`src/rtl/shift_seq_if.sv`:
```
// Byte handshake plus the command bus that feeds the downstream 8-bit shift register.
interface shift_seq_if;
    logic       in_valid;
    logic [7:0] in_data;
    logic       in_ready;
    logic       sh_en;
    logic [2:0] sh_ctrl;
    logic [7:0] sh_din;
    logic       busy;
    logic       done;

    modport master (
        output in_valid, in_data,
        input  in_ready, sh_en, sh_ctrl, sh_din, busy, done
    );

    modport slave (
        input  in_valid, in_data,
        output in_ready, sh_en, sh_ctrl, sh_din, busy, done
    );
endinterface

```
`src/rtl/shift_seq.sv`:
```
// Turns one accepted byte into a load command followed by NSHIFT right-shift
// commands spaced DIV cycles apart, then pulses done and returns to idle.
module shift_seq #(
    parameter int unsigned DIV    = 4,
    parameter int unsigned NSHIFT = 8
) (
    input  logic        clk,
    input  logic        rst,
    shift_seq_if.slave  bus
);
    localparam logic [7:0] DIV_RELOAD  = 8'(DIV - 1);
    localparam logic [7:0] NSHIFT_LAST = 8'(NSHIFT);
    localparam bit         DIV_ONE     = (DIV == 1);

    localparam logic [2:0] CMD_NOP   = 3'b000;
    localparam logic [2:0] CMD_LOAD  = 3'b001;
    localparam logic [2:0] CMD_SHIFT = 3'b010;

    typedef enum logic [2:0] {
        S_IDLE,
        S_LOAD,
        S_WAIT,
        S_SHIFT,
        S_DONE
    } state_e;

    state_e     state_q, state_d;
    logic [7:0] div_cnt_q, div_cnt_d;
    logic [7:0] shift_cnt_q, shift_cnt_d;
    logic [7:0] din_q, din_d;
    logic       en_q, en_d;
    logic [2:0] ctrl_q, ctrl_d;
    logic       busy_q, busy_d;
    logic       done_q, done_d;
    logic       accept;

    assign bus.in_ready = (state_q == S_IDLE) && !rst;
    assign accept       = bus.in_valid && bus.in_ready;

    always_comb begin
        state_d     = state_q;
        div_cnt_d   = div_cnt_q;
        shift_cnt_d = shift_cnt_q;
        din_d       = din_q;

        unique case (state_q)
            S_IDLE: begin
                if (accept) begin
                    state_d = S_LOAD;
                    din_d   = bus.in_data;
                end
            end
            S_LOAD: begin
                if (DIV_ONE) begin
                    state_d = S_SHIFT;
                end else begin
                    state_d   = S_WAIT;
                    div_cnt_d = DIV_RELOAD;
                end
            end
            S_WAIT: begin
                if (div_cnt_q <= 8'd1) begin
                    state_d = S_SHIFT;
                end else begin
                    div_cnt_d = div_cnt_q - 8'd1;
                end
            end
            S_SHIFT: begin
                shift_cnt_d = shift_cnt_q + 8'd1;
                if (shift_cnt_d == NSHIFT_LAST) begin
                    state_d = S_DONE;
                end else if (DIV_ONE) begin
                    state_d = S_SHIFT;
                end else begin
                    state_d   = S_WAIT;
                    div_cnt_d = DIV_RELOAD;
                end
            end
            S_DONE: begin
                state_d     = S_IDLE;
                div_cnt_d   = '0;
                shift_cnt_d = '0;
            end
            default: begin
                state_d = S_IDLE;
            end
        endcase

        // Outputs are decoded from the next state so they register alongside it.
        en_d   = (state_d == S_LOAD) || (state_d == S_SHIFT);
        ctrl_d = (state_d == S_LOAD)  ? CMD_LOAD  :
                 (state_d == S_SHIFT) ? CMD_SHIFT : CMD_NOP;
        busy_d = (state_d != S_IDLE);
        done_d = (state_d == S_DONE);
    end

    always_ff @(posedge clk) begin
        if (rst) begin
            state_q     <= S_IDLE;
            div_cnt_q   <= '0;
            shift_cnt_q <= '0;
            din_q       <= '0;
            en_q        <= 1'b0;
            ctrl_q      <= CMD_NOP;
            busy_q      <= 1'b0;
            done_q      <= 1'b0;
        end else begin
            state_q     <= state_d;
            div_cnt_q   <= div_cnt_d;
            shift_cnt_q <= shift_cnt_d;
            din_q       <= din_d;
            en_q        <= en_d;
            ctrl_q      <= ctrl_d;
            busy_q      <= busy_d;
            done_q      <= done_d;
        end
    end

    assign bus.sh_en   = en_q;
    assign bus.sh_ctrl = ctrl_q;
    assign bus.sh_din  = din_q;
    assign bus.busy    = busy_q;
    assign bus.done    = done_q;
endmodule

```
`src/flat_wrapper.sv`:
```
// flat-port wrapper written by rule: the top's interface ports become plain ports
module shift_seq_flat 
#(
    parameter int unsigned DIV    = 4,
    parameter int unsigned NSHIFT = 8
)
  (clk, rst, bus_in_valid, bus_in_data, bus_in_ready, bus_sh_en, bus_sh_ctrl, bus_sh_din, bus_busy, bus_done);
  shift_seq_if bus_i ();
  input  logic clk;
  input  logic rst;
  input wire logic [$bits(bus_i.in_valid)-1:0] bus_in_valid;
  input wire logic [$bits(bus_i.in_data)-1:0] bus_in_data;
  output wire logic [$bits(bus_i.in_ready)-1:0] bus_in_ready;
  output wire logic [$bits(bus_i.sh_en)-1:0] bus_sh_en;
  output wire logic [$bits(bus_i.sh_ctrl)-1:0] bus_sh_ctrl;
  output wire logic [$bits(bus_i.sh_din)-1:0] bus_sh_din;
  output wire logic [$bits(bus_i.busy)-1:0] bus_busy;
  output wire logic [$bits(bus_i.done)-1:0] bus_done;
  assign bus_i.in_valid = bus_in_valid;
  assign bus_i.in_data = bus_in_data;
  assign bus_in_ready = bus_i.in_ready;
  assign bus_sh_en = bus_i.sh_en;
  assign bus_sh_ctrl = bus_i.sh_ctrl;
  assign bus_sh_din = bus_i.sh_din;
  assign bus_busy = bus_i.busy;
  assign bus_done = bus_i.done;
  shift_seq #(.DIV(DIV), .NSHIFT(NSHIFT)) u_core (.clk(clk), .rst(rst), .bus(bus_i));
endmodule
```
`config.mk`:
```
export PLATFORM = sky130hd
export DESIGN_NAME = shift_seq_flat
export DESIGN_NICKNAME = d
export VERILOG_FILES = /design/src/rtl/shift_seq_if.sv /design/src/rtl/shift_seq.sv /design/src/flat_wrapper.sv
export SDC_FILE = /design/constraint.sdc
export NUM_CORES = 1
export LEC_CHECK = 0
export ABC_AREA = 1
export BUFFER_PORTS_ARGS = -buffer_cell sky130_fd_sc_hd__clkbuf_2
export CAP_MARGIN = 20
export CORE_ASPECT_RATIO = 0.9
export CORE_MARGIN = 4
export CORE_UTILIZATION = 34
export CTS_CLUSTER_DIAMETER = 120
export DETAILED_ROUTE_END_ITERATION = 8
export GPL_TIMING_DRIVEN = 0
export SLEW_MARGIN = 20
export SYNTH_ARGS = -nofsm -noshare
export SYNTH_HDL_FRONTEND = slang
export SYNTH_SLANG_ARGS = --single-unit
```
`constraint.sdc`:
```
create_clock -name clk -period 3.8 [get_ports clk]
set_input_delay 0.57 -clock clk [delete_from_list [all_inputs] [get_ports clk]]
set_output_delay 0.57 -clock clk [all_outputs]
set_load 0.05 [all_outputs]
```
==> results of run 1 <==
-- area by class of cell --
type | instances | share of cell area
Inverter | 19 | 0.03818
Timing Repair Buffer | 24 | 0.06430
Sequential cell | 32 | 0.3429
Clock inverter | 2 | 0.01875
Buffer | 7 | 0.02277
Tap cell | 62 | 0.04153
Clock buffer | 6 | 0.03885
Multi-Input combinational cell | 161 | 0.4327
-- kinds of logic (layout without fill, tap and decap cells) --
| kind of cell | count (synthesis) | count (layout) |
|---|---|---|
| simple gates | 118 | 118 |
| other cells | 1 | 1 |
| flops | 32 | 32 |
| xor+xnor | 6 | 6 |
| fa+ha+maj | 4 | 4 |
| buf+inv | 26 | 58 |
| compound gates | 32 | 32 |
-- metrics by stage --
stage / utilization / power, mW / std cells
finish: 0.4188 / 0.8653 / 313
global route: 0.4188 / 0.9081 / 313
CTS: 0.4188 / 0.8736 / 313
detailed placement: 0.3947 / 0.5547 / 305
global placement: 0.3947 / 0.5557 / 305
floorplan: - / 0.5160 / 219
-- per-layer routing --
layer  global-route usage  share of wire  vias up
li1                     -              -      770
met1               0.1682           0.51      608
met2               0.1844           0.40       37
met3              0.04963          0.083        2
met4              0.04580         0.0042        0
met5                    0              0        -
-- cell usage after synthesis --
cell and n:
buf_1 2, nor2_4 1, inv_1 17, conb_1 1, nand3_2 1, nor3_1 4
nand3_1 16, buf_4 2, xnor2_1 2, nand2_1 56, buf_2 1, nor2_1 24
nor2_2 4, o21ai_1 2, nand4_2 1, o21ai_0 4, nand4_1 3, nand2_2 3
xor2_1 4, clkinv_1 2, clkbuf_1 1, ha_1 4, o21a_1 1, nand3b_1 4
dfxtp_1 32, nor4_2 1, a21oi_1 25, buf_6 1
-- flip-flops by register name, summed over array words and instances (netlist names) --
register and flops:
u_core.bus.done 1, u_core.shift_cnt_q 8, u_core.bus.sh_en 1, u_core.bus.sh_din 8, u_core.bus.busy 1, u_core.bus.sh_ctrl 2, u_core.div_cnt_q 8, u_core.state_q 3
-- worst max-delay path, cell delays in order, from the launching register on --
cell	delay [ns]
dfxtp_1	0.34
nor4_2	0.35
clkbuf_2	0.34
-- worst paths after layout --
kind / start / end
worst max register to register: u_core.shift_cnt_q[0] / u_core.div_cnt_q[0]
worst max-delay path: u_core.state_q[2] / bus_in_ready
worst min-delay path: u_core.bus.sh_din[1] / u_core.bus.sh_din[1]
worst min register to register: u_core.bus.sh_din[1] / u_core.bus.sh_din[1]
-- power by group --
part | switching, mW | total, mW | internal [mW]
Clock | 0.124 | 0.318 | 0.194
Combinational | 0.122 | 0.181 | 0.0591
Sequential | 0.0128 | 0.366 | 0.354
Total | 0.258 | 0.865 | 0.607
==> flow_metrics.env, run 1 <==
export IMPL_seqCellArea_sq_um=640.6
export IMPL_stdcell_area_sq_mm=0.001868
export IMPL_synth_distinct_cells=28
export IMPL_fin_skew_ns=0.003739
export IMPL_worst_ep_required_time_ns=3.23
export IMPL_grt_usage=0.1261
export IMPL_synth_compound_area_frac=0.1041
export IMPL_cts_root_buf="clkbuf_8"
export IMPL_relSlewSlack=0.6291
export IMPL_finalMaxSlewViolations=0
export IMPL_clkSlewWorstSetupHoldPaths_ns=0.06
export IMPL_seq_area_frac_synth=0.4099
export IMPL_r2r_cells=10
export IMPL_netlist_instances=219
export IMPL_vias=1417
export IMPL_antenna_found_initial=0
export IMPL_cp_max_fo=4
export IMPL_ios=26
export IMPL_hold_viol_final=0
export IMPL_fin_crit_sh=0.4950
export IMPL_cts_hold_buf=0
export IMPL_synth_top_family_by_area="simple AND/OR/NAND/NOR gates"
export IMPL_overflow=0
export IMPL_synth_adder_area_share=0.03203
export IMPL_place_area_sq_mm=0.001760
export IMPL_port_buffers=24
export IMPL_grt_setup_unrepaired="false"
export IMPL_hold_path_class="reg -> reg"
export IMPL_core_sq_mm=0.004461
export IMPL_synth_area_sq_mm=0.001563
export IMPL_htreeDepth=2
export IMPL_post_cts_setup_buffers=0
export IMPL_peakVddDrop_mv=0.2498
export IMPL_drc=0
export IMPL_die_x_um=79.47
export IMPL_yosys_register_bits=32
export IMPL_cts_max_path_buffers=2
export IMPL_synthTopCellsByArea="dfxtp_1 (41%), nand2_1 (13%), a21oi_1 (8.0%), nor2_1 (5.8%), nand3_1 (5.1%)"
export IMPL_hold_path_depth=2
export IMPL_setup_viol=0
export IMPL_whs_ns=0.4668
export IMPL_synth_top_cell_area_share=0.4099
export IMPL_final_cell_mix="nand2_1 (56), dfxtp_1 (32), a21oi_1 (25), nor2_1 (24), clkbuf_2 (24)"
export IMPL_startpoint_type="flop"
export IMPL_gp_congestion=0.7767
export IMPL_syn_to_final_growth_pct=19.54
export IMPL_die_h_um=72.32
export IMPL_reg2reg_slack_ns=1.95
export IMPL_synth_simple_gate_area_frac=0.3451
export IMPL_diodes=0
export IMPL_cts_resized=0
export IMPL_cts_sinks=32
export IMPL_synth_xor_xnor_area_share=0.03363
export IMPL_grt_max_degree=11
export IMPL_power_leakage_nw=0.7889
export IMPL_vias_per_cell=4.527
export IMPL_max_cap_violations=0
export IMPL_clock_latency_ns=0.28
export IMPL_worstSetupEndpointType="primary output"
export IMPL_period_minus_slack_ns=1.881
export IMPL_antenna_left=0
export IMPL_final_nets=265
export IMPL_post_drt_wl_per_cell_um=10.74
export IMPL_cts_tree="yes"
export IMPL_first_global_vias=1265
export IMPL_max_freq_mhz=531.6
export IMPL_powerDensity_mw_per_mm2=463.2
export IMPL_drtIter0Drc=52
export IMPL_drt_total_wl_um=3363
export IMPL_fillerInstances=462
export IMPL_final_common_cell="nand2_1"
export IMPL_setup_tns_ns=0
export IMPL_grt_pass1_wl_um=5630
export IMPL_status="complete, no violations"
export IMPL_ys_warn_count=0
export IMPL_tightest_slew_ns=0.5564
export IMPL_place_hpwl_um=2424
export IMPL_num_rows=23
export IMPL_yosys_area_top_type="dfxtp_1"
export IMPL_avgSynthCellArea_sq_um=7.136
export IMPL_pre_cts_ws_ns=1.965
export IMPL_drive_above_1_share=0.1833
export IMPL_dr_pass1_iters=4
export IMPL_multiInputGateArea_sq_um=808.3
export IMPL_arrival_ns=1.31
export IMPL_cts_made_buffers=5
export IMPL_criticalPathCategory="reg -> out"
export IMPL_die_area_sq_mm=0.005747
export IMPL_start_util=0.3504
export IMPL_syn_num_nets=234
export IMPL_layout_setup_ws_ns=1.919
export IMPL_synthMuxAreaShare=0
(Power assumes the default switching activity.)
==> inputs of run 2 (changes only) <==
ABC_AREA = 0   (was 1)
clock period = 2 ns   (was 3.8 ns; I/O delays follow)
==> run 2 against run 1 <==
  * Cell count fell by 8.9%
  * Register-to-register slack worse by 1.8 ns
  * Routed wire length increased by 11%
  * Flip-flop and latch count unchanged
  * Final area rose by 4.8%
  * First-iteration DRC count increased by 44%
  * Highest routed layer unchanged
  * Via count up 1.8%
  * Non-clock buffer count rose by 5
  * Combinational power rose by 57%
  * Hold slack worse by 0.24 ns
  * Sequential power up 86%
  * Critical path depth grew 3
==> flow_metrics.env, run 2 <==
export IMPL_cts_hold_buf=0
export IMPL_seqCellArea_sq_um=643.1
export IMPL_place_hpwl_um=2689
export IMPL_cts_root_buf="clkbuf_8"
export IMPL_stdcell_area_sq_mm=0.001958
export IMPL_synth_edf_count=0
export IMPL_gp_congestion=0.8239
export IMPL_fin_skew_ns=0.001901
export IMPL_die_h_um=73.27
export IMPL_seq_area_frac_synth=0.3981
export IMPL_startpoint_type="flop"
export IMPL_grt_setup_unrepaired="false"
export IMPL_yosys_register_bits=32
export IMPL_vias=1442
export IMPL_relSlewSlack=0.6380
export IMPL_synthTopCellsByArea="dfxtp_1 (40%), nand2_1 (7.9%), a21oi_1 (5.9%), ha_1 (3.1%), nor3_1 (3.1%)"
export IMPL_drt_total_wl_um=3730
export IMPL_fillerInstances=459
export IMPL_htreeDepth=2
export IMPL_clkSlewWorstSetupHoldPaths_ns=0.06
export IMPL_dr_pass1_iters=4
export IMPL_path_delay_family="simple AND/OR/NAND/NOR gates"
export IMPL_cts_sinks=32
export IMPL_clock_latency_ns=0.29
export IMPL_yosys_area_top_type="dfxtp_1"
export IMPL_max_cap_violations=0
export IMPL_die_x_um=80.52
export IMPL_setup_viol=0
export IMPL_synth_top_cell_area_share=0.3981
export IMPL_status="complete, no violations"
export IMPL_start_util=0.3561
export IMPL_synthTopCellsByCount="nand2_1 (34), dfxtp_1 (32), a21oi_1 (19)"
export IMPL_yosysMostFrequentCell="nand2_1"
export IMPL_antenna_left=0
export IMPL_multiInputGateArea_sq_um=922.1
export IMPL_path_depth=5
export IMPL_overflow=0
export IMPL_grt_pass1_wl_um=6375
export IMPL_netlist_instances=191
export IMPL_synth_area_sq_mm=0.001609
export IMPL_whs_ns=0.2307
export IMPL_hold_path_depth=3
export IMPL_arrival_ns=2.05
export IMPL_first_global_vias=1296
export IMPL_drive_above_1_share=0.2422
export IMPL_tightest_slew_ns=0.5380
export IMPL_place_area_sq_mm=0.001817
export IMPL_grt_usage=0.1397
export IMPL_worstSetupEndpointType="flop"
export IMPL_synth_distinct_cells=52
export IMPL_critical_path_max_stage_delay_ns=0.58
export IMPL_power_leakage_nw=0.7745
export IMPL_peakVddDrop_mv=0.3914
export IMPL_hold_path_class="in -> reg"
export IMPL_yosys_most_used_dff="dfxtp_1"
export IMPL_hold_viol_final=0
export IMPL_async_reset_ff_frac=0
export IMPL_ys_warn_count=0
export IMPL_cp_slowest_cell="or4_4"
export IMPL_powerDensity_mw_per_mm2=803.0
export IMPL_post_drt_wl_per_cell_um=13.09
export IMPL_period_minus_slack_ns=1.869
export IMPL_syn_num_nets=206
export IMPL_final_common_cell="nand2_1"
export IMPL_vias_per_cell=5.060
export IMPL_port_buffers=23
export IMPL_diodes=0
export IMPL_final_nets=237
export IMPL_criticalPathCategory="reg -> reg"
export IMPL_power_mw=1.572
export IMPL_final_cell_mix="nand2_1 (34), dfxtp_1 (30), clkbuf_2 (23), a21oi_1 (19), nor3_1 (10)"
export IMPL_cts_tree="yes"
export IMPL_drtIter0Drc=75
export IMPL_max_freq_mhz=535.0
export IMPL_die_area_sq_mm=0.005899
export IMPL_cp_max_fo=7
export IMPL_grt_max_degree=11
export IMPL_num_rows=23
export IMPL_drc=0
export IMPL_fin_crit_sh=0.9346
export IMPL_crit_chain="or4_4 > o31ai_4 > or2_2 > nor3b_1 > a211o_1"
export IMPL_cts_made_buffers=5
export IMPL_layout_setup_ws_ns=0.1307
export IMPL_worst_ep_required_time_ns=2.18
export IMPL_avgSynthCellArea_sq_um=8.424
export IMPL_antenna_found_initial=0
export IMPL_pre_cts_ws_ns=-0.1070
export IMPL_path_buf_inv=0
export IMPL_r2r_cells=5
export IMPL_core_sq_mm=0.004518
export IMPL_syn_to_final_growth_pct=21.70
export IMPL_finalMaxSlewViolations=0
export IMPL_ios=26
export IMPL_cts_max_path_buffers=2
run 2: repair_timing:
action | CTS | global route
setup buffers | 1 | 0
endpoints found under the setup margin | 6 | 10
pin swaps | 1 | 1
gates resized for setup | 2 | 5
run 2: path summary, 6_finish.rpt:
check,from,to,slack [ns]
worst max-delay path,u_core.div_cnt_q[2],u_core.div_cnt_q[2],0.13
worst min-delay path,bus_in_data[6],u_core.bus.sh_din[6],0.23
worst max register to register,u_core.div_cnt_q[2],u_core.div_cnt_q[2],0.13
worst min register to register,u_core.bus.sh_din[0],u_core.bus.sh_din[0],0.46
run 2: cells by family after synthesis:
logic type | Yosys count | share of synthesized area
flops | 32 | 0.3981
mux | 1 | 0.006998
buf+inv | 16 | 0.05287
compound gates | 50 | 0.2310
fa+ha+maj | 4 | 0.03111
other cells | 1 | 0.002331
simple gates | 87 | 0.2776
run 2: area by class of cell:
| class | count | share of cell area |
|---|---|---|
| Sequential cell | 32 | 0.3284 |
| Tap cell | 62 | 0.03962 |
| Clock inverter | 2 | 0.01789 |
| Inverter | 4 | 0.007668 |
| Clock buffer | 6 | 0.03706 |
| Buffer | 12 | 0.03578 |
| Multi-Input combinational cell | 143 | 0.4709 |
| Timing Repair Buffer | 24 | 0.06262 |
run 2: worst register-to-register path: cells and delay by family, from the launching register on:
family | cells | cell delay, ns
AOI/OAI and AO/OA | 2 | 0.57
DFF | 1 | 0.36
and+or+nand+nor | 3 | 0.84
run 2: stage by stage:
stage                       util  TNS, ns  std cells
final                     0.4334        0        285
after global routing      0.4334        0        285
after CTS                 0.4301        0        285
after detailed placement  0.4021  -0.2749        276
after global placement    0.4021  -0.1807        276
after floorplan                -        0        191
run 2: layer usage:
layer | track usage | vias to the layer above | routed length (um)
li1 | - | 756 | -
met1 | 0.1991 | 645 | 1952
met2 | 0.1939 | 35 | 1446
met3 | 0.04779 | 6 | 269
met4 | 0.05066 | 0 | 61
met5 | 0 | - | 0
run 2: power breakdown:
group	total [mW]	internal (mW)	switching (mW)
logic	0.284	0.0906	0.194
registers	0.682	0.664	0.0184
clock network	0.606	0.369	0.237
total	1.57	1.12	0.449
